**config.mk**
```make
export PLATFORM = sky130hd
export DESIGN_NAME = seg_scan_rx_flat
export DESIGN_NICKNAME = d
export VERILOG_FILES = /design/src/rtl/seg_scan_if.sv /design/src/rtl/seg_scan_rx.sv /design/src/flat_wrapper.sv
export SDC_FILE = /design/constraint.sdc
export NUM_CORES = 1
export LEC_CHECK = 0
export BUFFER_PORTS_ARGS = -buffer_cell sky130_fd_sc_hd__buf_2
export CAP_MARGIN = 10
export CORE_MARGIN = 2
export CORE_UTILIZATION = 30
export CTS_CLUSTER_SIZE = 12
export DETAILED_ROUTE_END_ITERATION = 7
export GPL_TIMING_DRIVEN = 1
export SETUP_SLACK_MARGIN = 0.4
export SYNTH_ARGS = -nofsm -noshare
export SYNTH_HDL_FRONTEND = slang
export SYNTH_SLANG_ARGS = --single-unit
```
**constraint.sdc**
```tcl
create_clock -name clk -period 7.8 [get_ports clk]
set_clock_uncertainty 0.2 [all_clocks]
set_input_delay 1.56 -clock clk [delete_from_list [all_inputs] [get_ports clk]]
set_output_delay 1.56 -clock clk [all_outputs]
set_load 0.01 [all_outputs]
```
**src/rtl/seg_scan_if.sv**
```systemverilog
// Seven-segment loop-back bus: the active-low segment/enable lines seen by the receiver,
// plus the receiver's decoded results.
interface seg_scan_if #(
    parameter int NDIG = 4
);
    logic [6:0]        seg;
    logic [NDIG-1:0]   an;
    logic [4*NDIG-1:0] bcd;
    logic [NDIG-1:0]   dig_valid;
    logic              upd;
    logic [2:0]        upd_idx;
    logic              bad;
    logic [7:0]        err_cnt;

    modport master (
        output seg, an,
        input  bcd, dig_valid, upd, upd_idx, bad, err_cnt
    );

    modport slave (
        input  seg, an,
        output bcd, dig_valid, upd, upd_idx, bad, err_cnt
    );
endinterface

```
**src/rtl/seg_scan_rx.sv**
```systemverilog
// Samples a multiplexed seven-segment bus, debounces each digit's pattern over STABLE
// identical samples and decodes it back to BCD, holding the result per digit position.
module seg_scan_rx #(
    parameter int NDIG   = 4,
    parameter int STABLE = 4
) (
    input  logic       clk,
    input  logic       rst_n,
    seg_scan_if.slave  bus
);
    localparam int IW = (NDIG > 1) ? $clog2(NDIG) : 1;
    localparam int PW = NDIG + 7;

    typedef enum logic [1:0] {IDLE, TRACK, HOLD} state_t;

    state_t              state_q;
    logic [3:0]          cnt_q;
    logic [3:0]          cnt_d;
    logic [PW-1:0]       ref_q;
    logic [6:0]          s_seg_q;
    logic [NDIG-1:0]     s_an_q;
    logic [4*NDIG-1:0]   bcd_q;
    logic [NDIG-1:0]     dig_valid_q;
    logic                upd_q;
    logic [2:0]          upd_idx_q;
    logic                bad_q;
    logic [7:0]          err_cnt_q;
    logic [7:0]          err_cnt_d;

    logic [PW-1:0]       pair_c;
    logic [3:0]          nzero_c;
    logic [IW-1:0]       sel_idx_c;
    logic                sel_valid_c;
    logic [4:0]          dec_c;

    // Returns {legal, value}; blank decodes to F, anything unknown is illegal.
    function automatic logic [4:0] seg_decode(input logic [6:0] p);
        case (p)
            7'h40:          seg_decode = {1'b1, 4'h0};
            7'h79:          seg_decode = {1'b1, 4'h1};
            7'h24:          seg_decode = {1'b1, 4'h2};
            7'h30:          seg_decode = {1'b1, 4'h3};
            7'h19:          seg_decode = {1'b1, 4'h4};
            7'h12:          seg_decode = {1'b1, 4'h5};
            7'h02, 7'h03:   seg_decode = {1'b1, 4'h6};
            7'h78:          seg_decode = {1'b1, 4'h7};
            7'h00:          seg_decode = {1'b1, 4'h8};
            7'h10, 7'h18:   seg_decode = {1'b1, 4'h9};
            7'h7F:          seg_decode = {1'b1, 4'hF};
            default:        seg_decode = {1'b0, 4'hF};
        endcase
    endfunction

    // Multiple enables low is treated exactly like no enable at all.
    always_comb begin
        nzero_c   = 4'd0;
        sel_idx_c = '0;
        for (int i = 0; i < NDIG; i++) begin
            if (!s_an_q[i]) begin
                nzero_c   = nzero_c + 4'd1;
                sel_idx_c = IW'(i);
            end
        end
        sel_valid_c = (nzero_c == 4'd1);
    end

    assign pair_c    = {s_an_q, s_seg_q};
    assign dec_c     = seg_decode(s_seg_q);
    assign cnt_d     = cnt_q + 4'd1;
    assign err_cnt_d = (err_cnt_q == 8'hFF) ? err_cnt_q : err_cnt_q + 8'd1;

    always_ff @(posedge clk or negedge rst_n) begin
        if (!rst_n) begin
            state_q     <= IDLE;
            cnt_q       <= 4'd0;
            ref_q       <= '1;
            s_seg_q     <= 7'h7F;
            s_an_q      <= '1;
            bcd_q       <= '1;
            dig_valid_q <= '0;
            upd_q       <= 1'b0;
            upd_idx_q   <= 3'd0;
            bad_q       <= 1'b0;
            err_cnt_q   <= 8'd0;
        end else begin
            s_seg_q <= bus.seg;
            s_an_q  <= bus.an;
            upd_q   <= 1'b0;
            bad_q   <= 1'b0;

            if (state_q == IDLE) begin
                if (sel_valid_c) begin
                    ref_q   <= pair_c;
                    cnt_q   <= 4'd1;
                    state_q <= TRACK;
                end
            end else if (pair_c != ref_q) begin
                // Any change restarts the debounce on the new pair, or drops to idle.
                if (sel_valid_c) begin
                    ref_q   <= pair_c;
                    cnt_q   <= 4'd1;
                    state_q <= TRACK;
                end else begin
                    cnt_q   <= 4'd0;
                    state_q <= IDLE;
                end
            end else if (state_q == TRACK) begin
                cnt_q <= cnt_d;
                if (cnt_d == 4'(STABLE)) begin
                    state_q <= HOLD;
                    if (dec_c[4]) begin
                        bcd_q[4*sel_idx_c +: 4]  <= dec_c[3:0];
                        dig_valid_q[sel_idx_c]   <= 1'b1;
                        upd_q                    <= 1'b1;
                        upd_idx_q                <= 3'(sel_idx_c);
                    end else begin
                        bad_q     <= 1'b1;
                        err_cnt_q <= err_cnt_d;
                    end
                end
            end
        end
    end

    assign bus.bcd       = bcd_q;
    assign bus.dig_valid = dig_valid_q;
    assign bus.upd       = upd_q;
    assign bus.upd_idx   = upd_idx_q;
    assign bus.bad       = bad_q;
    assign bus.err_cnt   = err_cnt_q;

endmodule
```
**src/flat_wrapper.sv**
```systemverilog
// flat-port wrapper written by rule: the top's interface ports become plain ports
module seg_scan_rx_flat 
#(
    parameter int NDIG   = 4,
    parameter int STABLE = 4
)
  (clk, rst_n, bus_seg, bus_an, bus_bcd, bus_dig_valid, bus_upd, bus_upd_idx, bus_bad, bus_err_cnt);
  seg_scan_if #(.NDIG(NDIG)) bus_i ();
  input  logic clk;
  input  logic rst_n;
  input wire logic [$bits(bus_i.seg)-1:0] bus_seg;
  input wire logic [$bits(bus_i.an)-1:0] bus_an;
  output wire logic [$bits(bus_i.bcd)-1:0] bus_bcd;
  output wire logic [$bits(bus_i.dig_valid)-1:0] bus_dig_valid;
  output wire logic [$bits(bus_i.upd)-1:0] bus_upd;
  output wire logic [$bits(bus_i.upd_idx)-1:0] bus_upd_idx;
  output wire logic [$bits(bus_i.bad)-1:0] bus_bad;
  output wire logic [$bits(bus_i.err_cnt)-1:0] bus_err_cnt;
  assign bus_i.seg = bus_seg;
  assign bus_i.an = bus_an;
  assign bus_bcd = bus_i.bcd;
  assign bus_dig_valid = bus_i.dig_valid;
  assign bus_upd = bus_i.upd;
  assign bus_upd_idx = bus_i.upd_idx;
  assign bus_bad = bus_i.bad;
  assign bus_err_cnt = bus_i.err_cnt;
  seg_scan_rx #(.NDIG(NDIG), .STABLE(STABLE)) u_core (.clk(clk), .rst_n(rst_n), .bus(bus_i));
endmodule
```
Yosys cells after proc, flatten, opt, wreduce, memory -nomap -nowiden:

Index checks and enable logic that the tools add are counted.

* add/subtract/negate cells: 6
* $lt $le $gt $ge: 2
* equality and inequality tests: 18
* shifts and indexed selects: 2
* multiplexer cells: 35
* bitwise gates (word level): 5
* reduce and logical (&&, ||, !) cells: 12

Operators by type and width (count)
* $pmux W5 S11: 1
* $neg A4 Y34: 1
* $shift A4 B34 Y16 const A: 1
* $shiftx A4 B34 Y16: 1
* $mux W11: 3
* $eq A7 B5 Y1 const B: 4
* $eq A7 B7 Y1 const B: 4
* $mux W4: 7
* $bwmux W16: 1
* $mux W1: 15
* $eq A7 B2 Y1 const B: 2
* $eq A7 B6 Y1 const B: 2
* $mux W2: 7
* $add A4 B1 Y4 const B: 3
* $ne A11 B11 Y1: 1
* $add A8 B1 Y8 const B: 1
* $eq A8 B8 Y1 const B: 1
* $logic_not A7 Y1: 1
* $reduce_and A6 Y1: 1
* $reduce_bool A3 Y1: 2
* $reduce_and A5 Y1: 1
* $eq A4 B1 Y1 const B: 1
* $eq A4 B3 Y1 const B: 1
* $not A1 Y1: 4
* other kinds (13): 14

* flip-flop bits (word level): 60
* bits of input ports: 13
* output and inout port bits: 33
* word-level logic and storage cells: 91

Longest topological paths before layout:

* word-level depth: 11
* mapped depth: 10

Least setup slack after synthesis:

No wires, ideal clock.

* path kind: flip-flop to flip-flop
* from: register u_core.s_an_q[0]
* to: register u_core.ref_q[0]
* library setup time: 0.082 ns
* arrival time: 2.770 ns
* data required time: 7.518 ns
* slack: 4.748 ns
* stages on the path, launching flop included: 9
* buffers on the path: 1
* clock period less this slack: 3.052 ns
* path through: dfstp_2 inv_1 ha_1 xnor2_1 ha_1 o41ai_2 o21a_1 buf_2 mux2_2

* cells in the longest elaborated chain, start to end: 11
* elaborated cells on any way between the ends: 13
* those cells by class: add/sub (3); eq/ne (2); mux (7); reduce/logical (1)

RTL lines
* start: declaration: line seg_scan_rx.sv:21 `logic [NDIG-1:0] s_an_q;`
* start signal: assignment: line seg_scan_rx.sv:87 `s_an_q <= bus.an;`
* $mux W1: line seg_scan_rx.sv:59 `if (!s_an_q[i]) begin`
* $add A1 B1 Y2: line seg_scan_rx.sv:60 `nzero_c = nzero_c + 4'd1;`
* $mux W4: line seg_scan_rx.sv:59
* $add A4 B1 Y4: line seg_scan_rx.sv:60
* $mux W4: line seg_scan_rx.sv:59
* $add A4 B1 Y4: line seg_scan_rx.sv:60
* $mux W4: line seg_scan_rx.sv:59
* $eq A4 B1 Y1: line seg_scan_rx.sv:64 `sel_valid_c = (nzero_c == 4'd1);`
* $mux W11 (3 in a row)
* end signal: assignment: line seg_scan_rx.sv:93 `ref_q <= pair_c;`
* end signal: assignment: line seg_scan_rx.sv:100 `ref_q <= pair_c;`
* end: declaration: line seg_scan_rx.sv:19 `logic [PW-1:0] ref_q;`

Parallel ways exist; a longest one is shown, timed or not. The select of a mux whose other input is x is not followed.
A chain may end at the register's enable or synchronous reset.

Worst setup path after layout:

* from: register u_core.s_an_q[1]
* to: register u_core.ref_q[5]

* cells in the longest elaborated chain, start to end: 9
* elaborated cells on any way between the ends: 11
* those cells by class: add/sub (2); eq/ne (2); mux (6); reduce/logical (1)

RTL lines (line)
* $mux W4: seg_scan_rx.sv:59
* $add A4 B1 Y4: seg_scan_rx.sv:60
* $mux W4: seg_scan_rx.sv:59
* $add A4 B1 Y4: seg_scan_rx.sv:60
* $mux W4: seg_scan_rx.sv:59
* $eq A4 B1 Y1: seg_scan_rx.sv:64
* $mux W11 (3 in a row)

Parallel ways exist; a longest one is shown, timed or not. The select of a mux whose other input is x is not followed.

==> results.py <==
metrics = {
    "sta": {
        "drv_slew": 0,
        "finalHoldViolations": 0,
        "tns_ns": 0,
        "rsz0062_at_grt": "false",
        "tightest_slew_ns": 1.08,
        "fmax_mhz": 289,
        "setup_viol": 0,
        "final.period_utilization_pct": 44.4,
        "slew_headroom_pct": 27.4,
        "min_period_ns": 3.46,
    },
    "layout": {
        "n_fill_cell": 1085,
        "nets": 368,
        "layout-drive-gt1-share_pct": 34.2,
        "finalNonFillerCells": 481,
        "area_delta_synth_final_pct": 15.1,
        "multi_input_area_um2": 1550,
        "ff_latch_area_um2": 1550,
        "diodes": 0,
    },
    "clock_tree": {
        "clockBufferDepth": 2,
        "cts_max_level": 3,
        "cts_root_buffer": "clkbuf_8",
        "numCtsBuffers": 9,
        "cts_tree": "done",
        "path_clk_slew_ns": 0.06,
        "worstSkewPairLatency_ns": 0.33,
        "cts_setup_buffers": 0,
        "ctsResizeCount": 0,
        "cts.sink_count": 60,
        "cts_hold_buf": 0,
    },
    "placement": {
        "routabilityCongestion": 0.756,
        "dp_cells": 466,
        "numPortBuffers": 44,
        "dp.final_hpwl_um": 4640,
    },
    "routing": {
        "vias": 2295,
        "dr.pass1.iters": 4,
        "avgViaCountPerCell": 4.77,
        "wl_per_cell_um": 13.5,
        "wl_um": 6500,
        "drt_iter0_markers": 156,
        "drc": 0,
        "ant_nets": 0,
    },
    "logic_synthesis": {
        "netlist_area_um2": 3210,
        "yosysSeqAreaShare_pct": 48.3,
        "synth_top_area_share_pct": 31.1,
        "ys.flop_type": "dfstp_2",
        "synth_area_leaders": "dfstp_2, dfrtp_1, ha_1, nand2_1, xnor2_1",
        "async_reset_ff_share_pct": 100,
        "syn_nets": 324,
        "yosys_warnings": 0,
        "synth_cell_types": 59,
        "ys_ff_latch": 60,
        "synth_top_area_cell": "dfstp_2",
        "postSynthAreaPerCell_um2": 10.8,
        "synth-edff-count": 0,
        "synth_cells": 297,
    },
    "setup_path": {
        "critPathRequiredTime_ns": 7.86,
        "slowest_stage": "o41ai_2",
        "crit_top_cell": "ha_1",
        "cp_num_buf_inv": 1,
        "path_cells": "inv_1 -> ha_1 -> xnor2_1 -> ha_1 -> o41ai_2 -> o21a_1 -> mux2_2",
        "cp.arrival_ns": 3.52,
        "crit_path_max_fanout": 9,
        "worstSetupStartpointType": "flip-flop",
        "endpoint_kind": "flip-flop",
        "crit_family": "compound AO/OA/AOI/OAI gates",
        "critPathKind": "reg2reg",
        "cp_slowest_stage_delay_ns": 0.86,
    },
    "floorplan": {
        "dieArea_um2": 11500,
        "die_y_um": 107,
        "num_rows": 37,
        "io_pins": 46,
        "die_width_um": 107,
        "initial_core_util_pct": 30.9,
        "core_um2": 10400,
    },
    "global_route": {
        "grt_overflow": 0,
        "grt_max_degree": 61,
        "antenna_found_initial": 0,
        "grtUsageTotal_pct": 12.3,
        "grt_pass1_vias": 2219,
        "grt_pass1_wl_um": 11100,
    },
    "hold_path": {
        "hp-class": "reg2reg",
    },
    "power_and_ir_drop": {
        "pwr_density_cell_nw_per_um2": 197,
        "p_leak_nw": 1.65,
        "peakVddDrop_v": 0.000119,
    },
    "outcome": {
        "run_status": "finished, final reports clean",
    },
    "flow_run": {
        "cap_violations": 0,
    },
}
==> stage by stage <==
step                cell area, µm²  power, mW  utilization (%)  hold slack [ns]  setup WS [ns]
floorplan                     3210      0.469                -            0.268           4.75
global placement              3530      0.493             34.0            0.239           4.41
detailed placement            3530      0.497             34.0            0.243           4.35
CTS                           3690      0.738             35.6            0.257           4.33
global route                  3690      0.776             35.6            0.280           4.10
finish                        3690      0.727             35.6            0.254           4.34
==> state kept, by name (all words and copies together) (netlist names) <==
signal	count
u_core.bus.bcd	16
u_core.ref_q	11
u_core.bus.err_cnt	8
u_core.s_seg_q	7
u_core.bus.dig_valid	4
u_core.cnt_q	4
u_core.s_an_q	4
u_core.bus.upd_idx	2
u_core.state_q	2
u_core.bus.bad	1
u_core.bus.upd	1
==> cell families after synthesis <==
kind of cell | synth area share [%]
xor+xnor | 5.74
compound gates | 12.7
simple gates | 19.3
other cells | 0.117
fa+ha+maj | 5.46
mux | 5.15
buf+inv | 3.20
flops | 48.3
==> power breakdown <==
part / internal, mW / total, mW / switching [mW]
clock: 0.121 / 0.235 / 0.115
sequential: 0.358 / 0.387 / 0.0281
combinational: 0.0526 / 0.105 / 0.0520
==> cell usage in the layout (no fill, tap or decap), types with 3 or more instances in the layout <==
cell type,count
nor3b_1,3
clkinv_2,3
nor2b_1,4
xnor2_1,16
nand4_1,10
dfstp_2,38
clkbuf_8,10
a21o_1,6
buf_2,44
nor3_1,4
xor2_1,5
nand3_1,6
nand2_1,44
mux2_2,11
o2111ai_1,5
a21oi_1,5
ha_1,14
nor2_1,13
and3b_1,3
inv_1,8
and3_1,5
o21ai_0,17
dfrtp_1,22
o21ai_1,6
==> layer usage <==
layer	track usage (%)	vias up	part of all wire, %
met2	18.7	35	46
met4	1.92	0	0.69
met5	0	-	0
met3	4.84	5	4.5
li1	-	1145	-
met1	16.9	1110	49
==> Yosys cell counts (6+ instances only) <==
master and n:
mux2_2 11, nor2_1 13, a21o_1 6, buf_2 7, nand3_1 6, xnor2_1 16
dfrtp_1 22, nand4_1 10, o21ai_0 17, dfstp_2 38, o21ai_1 6, inv_1 8
nand2_1 44, ha_1 14
==> path summary, 6_finish.rpt <==
check / from / endpoint / slack, ns / cells past startpoint
min in group asynchronous: rst_n / u_core.bus.upd / 1.18 / 2
max reg2reg: u_core.s_an_q[1] / u_core.ref_q[5] / 4.34 / 7
min: u_core.bus.dig_valid[1] / u_core.bus.dig_valid[1] / 0.25 / 1
max: u_core.s_an_q[1] / u_core.ref_q[5] / 4.34 / 7
max in group asynchronous: rst_n / u_core.bus.upd_idx[0] / 5.70 / 2
min reg2reg: u_core.bus.dig_valid[1] / u_core.bus.dig_valid[1] / 0.25 / 1
==> cell type report <==
| cell class | count | area share, % |
|---|---|---|
| clock buffers | 12 | 3.93 |
| multi-input cells | 217 | 42.1 |
| inverters | 8 | 0.814 |
| flip-flops and latches | 60 | 42.0 |
| well taps | 136 | 4.61 |
| clock inverters | 3 | 0.407 |
| repair buffers | 45 | 6.17 |
(Power assumes the default switching activity.)
